==> src/rtl/fas_freq_detect.sv <==
`default_nettype none
// ============================================================================
// Module      : fas_freq_detect
// Description : Spectrum peak picker. Captures sixteen packed complex FFT
//               words on fft_valid, scans the captured bins one per clock
//               computing exact squared magnitude, and reports the index of
//               the strongest bin on freq with a one-cycle done strobe.
//               Ties keep the lower index.
// Ports       : clk        - rising-edge clock
//               rst        - asynchronous active-low reset
//               fft_valid  - input word set valid this cycle
//               fft_d0..15 - bin k = {real[2*DW-1:DW], imag[DW-1:0]}, signed
//               busy       - capture/scan in progress, fft_valid ignored
//               done       - one-cycle strobe, freq holds a new result
//               freq       - index of the max-magnitude bin
// Options     : FAS_FD_HALF_SPECTRUM_EN - scan only bins 0..8
// Revision    : 1.0 - initial release
// ============================================================================
module fas_freq_detect #(
    parameter int DW = 16,
    parameter int MW = 32
) (
    input  logic            clk,
    input  logic            rst,
    input  logic            fft_valid,
    input  logic [2*DW-1:0] fft_d0,
    input  logic [2*DW-1:0] fft_d1,
    input  logic [2*DW-1:0] fft_d2,
    input  logic [2*DW-1:0] fft_d3,
    input  logic [2*DW-1:0] fft_d4,
    input  logic [2*DW-1:0] fft_d5,
    input  logic [2*DW-1:0] fft_d6,
    input  logic [2*DW-1:0] fft_d7,
    input  logic [2*DW-1:0] fft_d8,
    input  logic [2*DW-1:0] fft_d9,
    input  logic [2*DW-1:0] fft_d10,
    input  logic [2*DW-1:0] fft_d11,
    input  logic [2*DW-1:0] fft_d12,
    input  logic [2*DW-1:0] fft_d13,
    input  logic [2*DW-1:0] fft_d14,
    input  logic [2*DW-1:0] fft_d15,
    output logic            busy,
    output logic            done,
    output logic [3:0]      freq
);

`ifdef FAS_FD_HALF_SPECTRUM_EN
    localparam int c_NBINS = 9;
`else
    localparam int c_NBINS = 16;
`endif
    localparam logic [3:0] c_LAST = 4'(c_NBINS - 1);

    localparam logic [1:0] c_IDLE = 2'd0;
    localparam logic [1:0] c_SCAN = 2'd1;
    localparam logic [1:0] c_DONE = 2'd2;

    // ------------------------------------------------------------------
    // Input word gather (only the bins that will be scanned are stored)
    // ------------------------------------------------------------------
    logic [2*DW-1:0] w_din [0:c_NBINS-1];

    assign w_din[0] = fft_d0;
    assign w_din[1] = fft_d1;
    assign w_din[2] = fft_d2;
    assign w_din[3] = fft_d3;
    assign w_din[4] = fft_d4;
    assign w_din[5] = fft_d5;
    assign w_din[6] = fft_d6;
    assign w_din[7] = fft_d7;
    assign w_din[8] = fft_d8;
`ifdef FAS_FD_HALF_SPECTRUM_EN
    // Upper bins are redundant for real input and never stored.
    logic w_unused_hi;
    assign w_unused_hi = ^{fft_d9, fft_d10, fft_d11, fft_d12,
                           fft_d13, fft_d14, fft_d15};
`else
    assign w_din[9]  = fft_d9;
    assign w_din[10] = fft_d10;
    assign w_din[11] = fft_d11;
    assign w_din[12] = fft_d12;
    assign w_din[13] = fft_d13;
    assign w_din[14] = fft_d14;
    assign w_din[15] = fft_d15;
`endif

    // ------------------------------------------------------------------
    // State and datapath registers
    // ------------------------------------------------------------------
    logic [1:0]      r_state;
    logic [1:0]      w_state_nxt;
    logic            w_capture;
    logic            w_last;
    logic [3:0]      r_cnt;
    logic [MW-1:0]   r_max;
    logic [3:0]      r_idx;
    logic [3:0]      r_freq;
    logic [2*DW-1:0] r_buf [0:c_NBINS-1];

    // Capture buffer carries no reset; its contents are only read in SCAN,
    // which can only be entered through a capture.
    always_ff @(posedge clk) begin
        if (w_capture) begin
            for (int i = 0; i < c_NBINS; i++) begin
                r_buf[i] <= w_din[i];
            end
        end
    end

    // ------------------------------------------------------------------
    // Magnitude of the bin under evaluation. Both squares are
    // non-negative (max 2^(2*DW-2)), so the sum fits 2*DW unsigned bits
    // and must be treated as unsigned to keep {8000,8000} = 2^31 largest.
    // ------------------------------------------------------------------
    logic [2*DW-1:0]        w_word;
    logic signed [DW-1:0]   w_re;
    logic signed [DW-1:0]   w_im;
    logic signed [2*DW-1:0] w_re_sq;
    logic signed [2*DW-1:0] w_im_sq;
    logic [MW-1:0]          w_mag;
    logic                   w_take;

    assign w_word  = r_buf[r_cnt];
    assign w_re    = w_word[2*DW-1:DW];
    assign w_im    = w_word[DW-1:0];
    assign w_re_sq = w_re * w_re;
    assign w_im_sq = w_im * w_im;
    assign w_mag   = MW'($unsigned(w_re_sq)) + MW'($unsigned(w_im_sq));

    // Bin 0 seeds the running max; later bins need strictly greater.
    assign w_take  = (r_cnt == 4'd0) || (w_mag > r_max);

    // ------------------------------------------------------------------
    // Next-state logic. DONE accepts a new capture exactly like IDLE.
    // ------------------------------------------------------------------
    always_comb begin
        w_state_nxt = r_state;
        w_capture   = 1'b0;
        w_last      = 1'b0;
        case (r_state)
            c_IDLE, c_DONE: begin
                if (fft_valid) begin
                    w_capture   = 1'b1;
                    w_state_nxt = c_SCAN;
                end else begin
                    w_state_nxt = c_IDLE;
                end
            end
            c_SCAN: begin
                if (r_cnt == c_LAST) begin
                    w_last      = 1'b1;
                    w_state_nxt = c_DONE;
                end
            end
            default: w_state_nxt = c_IDLE;
        endcase
    end

    always_ff @(posedge clk or negedge rst) begin
        if (!rst) begin
            r_state <= c_IDLE;
            r_cnt   <= 4'd0;
            r_max   <= '0;
            r_idx   <= 4'd0;
            r_freq  <= 4'd0;
        end else begin
            r_state <= w_state_nxt;

            if (w_capture) begin
                r_cnt <= 4'd0;
            end else if ((r_state == c_SCAN) && !w_last) begin
                r_cnt <= r_cnt + 4'd1;
            end

            if ((r_state == c_SCAN) && w_take) begin
                r_max <= w_mag;
                r_idx <= r_cnt;
            end

            // The last bin's own comparison must be folded into the result
            // since r_idx only reflects it one edge later.
            if (w_last) begin
                r_freq <= w_take ? r_cnt : r_idx;
            end
        end
    end

    assign busy = (r_state == c_SCAN);
    assign done = (r_state == c_DONE);
    assign freq = r_freq;

endmodule
`default_nettype wire
==> config.mk <==
export PLATFORM = sky130hd
export DESIGN_NAME = fas_freq_detect
export DESIGN_NICKNAME = d
export VERILOG_FILES = /design/src/rtl/fas_freq_detect.sv
export SDC_FILE = /design/constraint.sdc
export NUM_CORES = 2
export LEC_CHECK = 0
export ABC_AREA = 0
export CAP_MARGIN = 20
export CORE_MARGIN = 4
export CORE_UTILIZATION = 51
export CTS_CLUSTER_SIZE = 40
export DETAILED_ROUTE_END_ITERATION = 16
export PLACE_DENSITY = 0.87
export SLEW_MARGIN = 20
export SYNTH_ARGS = -nofsm -noshare
export SYNTH_HDL_FRONTEND = slang
export SYNTH_SLANG_ARGS = --single-unit
export TNS_END_PERCENT = 5
==> constraint.sdc <==
create_clock -name clk -period 25.2 [get_ports clk]
set_input_delay 5.04 -clock clk [delete_from_list [all_inputs] [get_ports clk]]
set_output_delay 5.04 -clock clk [all_outputs]
set_load 0.005 [all_outputs]
==> flow_metrics.env <==
export IMPL_reg2reg_from="r_cnt[0]$_DFFE_PN0P_"
export IMPL_fin_worst_skew_ns=0.0625
export IMPL_min_path_cells=2
export IMPL_synth_flop_cell="edfxtp_1"
export IMPL_synth_area_mm2=0.0397
export IMPL_startpoint_type="flop"
export IMPL_worstSetupPathType="flop to flop"
export IMPL_cp_slowest_cell="dfrtp_4"
export IMPL_grt_usage=0.287
export IMPL_post_cts_repair_setup_buffers=0
export IMPL_ff2ff_path_depth=37
export IMPL_rsz0062_at_grt="no"
export IMPL_wirelength_um=128000
export IMPL_timing_final_crit_period_ns=13.55
export IMPL_setup_violations_final=0
export IMPL_cp_slowest_stage_delay_ns=1.00
export IMPL_initial_core_util=0.513
export IMPL_row_count=102
export IMPL_synth_largest_area_cell="edfxtp_1"
export IMPL_min_delay_start="r_max[21]$_DFFE_PN0P_"
export IMPL_cts_tree="built"
export IMPL_drive_above_1_share=0.0941
export IMPL_tns_ns=0
export IMPL_multi_input_area_mm2=0.0200
export IMPL_cts_sinks=558
export IMPL_io_pins=521
export IMPL_r2r_end="r_max[31]$_DFFE_PN0P_"
export IMPL_crit_fanout=46
export IMPL_die_w_um=287
export IMPL_first_iter_violations=3737
export IMPL_tightest_slew_ns=1.19
export IMPL_firstDrtPassIters=6
export IMPL_grt_pass1_wl_um=174000
export IMPL_cp_required_ns=25.69
export IMPL_final_hold_violation_count=0
export IMPL_period_share=0.538
export IMPL_antenna_found_initial=53
export IMPL_ys_types=69
export IMPL_clkLatencyLatePin_ns=0.67
export IMPL_fillCellCount=5346
export IMPL_outcome="finished clean"
export IMPL_route_detailed_drc=0
export IMPL_gp_congestion=0.960
export IMPL_synthArstFlopShare=0.0824
export IMPL_cpMostUsedCell="fa_1"
export IMPL_synth_top_area_share=0.387
export IMPL_final_nets=4735
export IMPL_whs_ns=0.477
export IMPL_dr_total_vias=26900
export IMPL_cts_repair_resize_count=0
export IMPL_grt_max_degree=212
export IMPL_ys_warn_count=0
export IMPL_cts_buffers=53
export IMPL_yosys_top_cells_area="edfxtp_1, fa_1, mux4_2"
export IMPL_viasPerCell=5.76
export IMPL_final_antenna_net_count=0
export IMPL_synth_seq_cells=558
export IMPL_cap_viol_max_count=0
export IMPL_relSlewSlack=0.205
export IMPL_synth_nets=4219
export IMPL_min_to="r_max[21]$_DFFE_PN0P_"
export IMPL_crit_path_end_kind="flop"
export IMPL_regArea_mm2=0.0165
export IMPL_syn_inst=2999
export IMPL_clk_path_buf_depth=3
export IMPL_avgSynthCellArea_um2=13.2
export IMPL_root_buffer="clkbuf_16"
export IMPL_hp_class="flop to flop"
export IMPL_die_h_um=287
export IMPL_dieArea_mm2=0.0824
export IMPL_portBuffers=520
export IMPL_yosysSeqAreaShare=0.416
export IMPL_synth_edff_count=512
export IMPL_core_area_mm2=0.0773
export IMPL_crit_arrival_ns=14.04
export IMPL_final_common_cell="inv_1"
export IMPL_dp_hpwl_um=89700
export IMPL_final_max_slew_violation_count=0
export IMPL_grt_pass1_vias=28100
export IMPL_rrSetupSlack_ns=11.65
export IMPL_routedWlPerCell_um=27.3
export IMPL_htree_levels=2
export IMPL_fmax_mhz=73.8
export IMPL_most_common_layout_cells="inv_1, fa_1, clkdlybuf4s50_1"
export IMPL_overflow=0
export IMPL_hold_buffers=0
export IMPL_syn_to_final_growth_pct=20.5
export IMPL_path_clk_slew_ns=0.06
[synth_stat cells, types with 4 or more instances]
library cell	count
a211oi_1	4
a21o_1	12
a21oi_1	36
and2_1	10
buf_1	6
buf_2	39
buf_4	10
buf_6	14
clkbuf_1	15
dfrtp_1	46
edfxtp_1	512
fa_1	521
ha_1	184
inv_1	671
inv_2	49
mux2_1	22
mux2_2	7
mux2i_1	4
mux4_2	131
nand2_1	297
nand2b_1	12
nand3_1	44
nand4_1	4
nor2_1	151
nor2b_1	7
nor3_1	9
o21a_1	17
o21ai_0	11
o21ai_1	13
o21ai_2	12
o31ai_1	4
or2_2	7
xnor2_1	50
xor2_1	10
[kinds of logic (layout without fill, tap and decap cells)]
family,after synthesis,after routing,share of synthesized area
adder cells (fa/ha/maj),705,705,0.321
AND/OR/NAND/NOR,562,562,0.0593
buffers and inverters,805,1366,0.0810
other,0,64,0
multiplexers,164,164,0.0835
XOR/XNOR,60,60,0.0132
AO/OA/AOI/OAI,145,145,0.0261
flip-flops,558,558,0.416
[stage by stage]
step	util	area [um2]	setup slack, ns	std cells
6_report	0.619	47900	11.65	4664
5_1_grt	0.619	47800	10.79	4657
4_1_cts	0.617	47700	11.68	4600
3_5_place_dp	0.594	45900	11.88	4500
3_3_place_gp	0.594	45900	12.12	4500
2_1_floorplan	-	39700	6.31	2999
[critical path, delay by kind of cell (launching register included)]
family	cells	cell delay, ns
compound gates	7	1.50
fa+ha+maj	10	4.71
buf+inv	8	3.17
simple gates	10	1.85
flops	1	1.00
mux	2	1.02
[worst max-delay path by stage]
stage,startpoint,end,depth (start not counted),slack (ns)
after detailed placement,r_cnt[0]$_DFFE_PN0P_,r_max[31]$_DFFE_PN0P_,37,11.88
after global placement,r_cnt[0]$_DFFE_PN0P_,r_max[31]$_DFFE_PN0P_,37,12.12
after global routing,r_cnt[0]$_DFFE_PN0P_,r_max[31]$_DFFE_PN0P_,40,10.79
final,r_cnt[0]$_DFFE_PN0P_,r_max[31]$_DFFE_PN0P_,37,11.65
after CTS,r_cnt[0]$_DFFE_PN0P_,r_max[31]$_DFFE_PN0P_,37,11.68
after floorplan,fft_valid,r_buf[0][0]$_DFFE_PP_,1,6.31
[state kept, by name, summed over array words and instances, names as in the netlist]
| register | flops |
|---|---|
| r_buf | 512 |
| r_max | 32 |
| freq | 4 |
| r_cnt | 4 |
| r_idx | 4 |
| r_state | 2 |
[per-layer routing]
layer  global-route usage  wire length (um)
met5                    0                29
met4                0.176             12000
met3               0.0787             15100
met2                0.481             61200
met1                0.328             39300
[area by class of cell]
class / instances / area share
diodes: 64 / 0.00335
clock buffers: 60 / 0.0283
clock inverters: 40 / 0.00863
inverters: 721 / 0.0566
multi-input cells: 1636 / 0.417
flip-flops and latches: 558 / 0.346
well taps: 1040 / 0.0272
repair buffers: 545 / 0.113
Power is not shown: default switching activity piles up to over one toggle a cycle in this logic, so the estimate is an artifact.
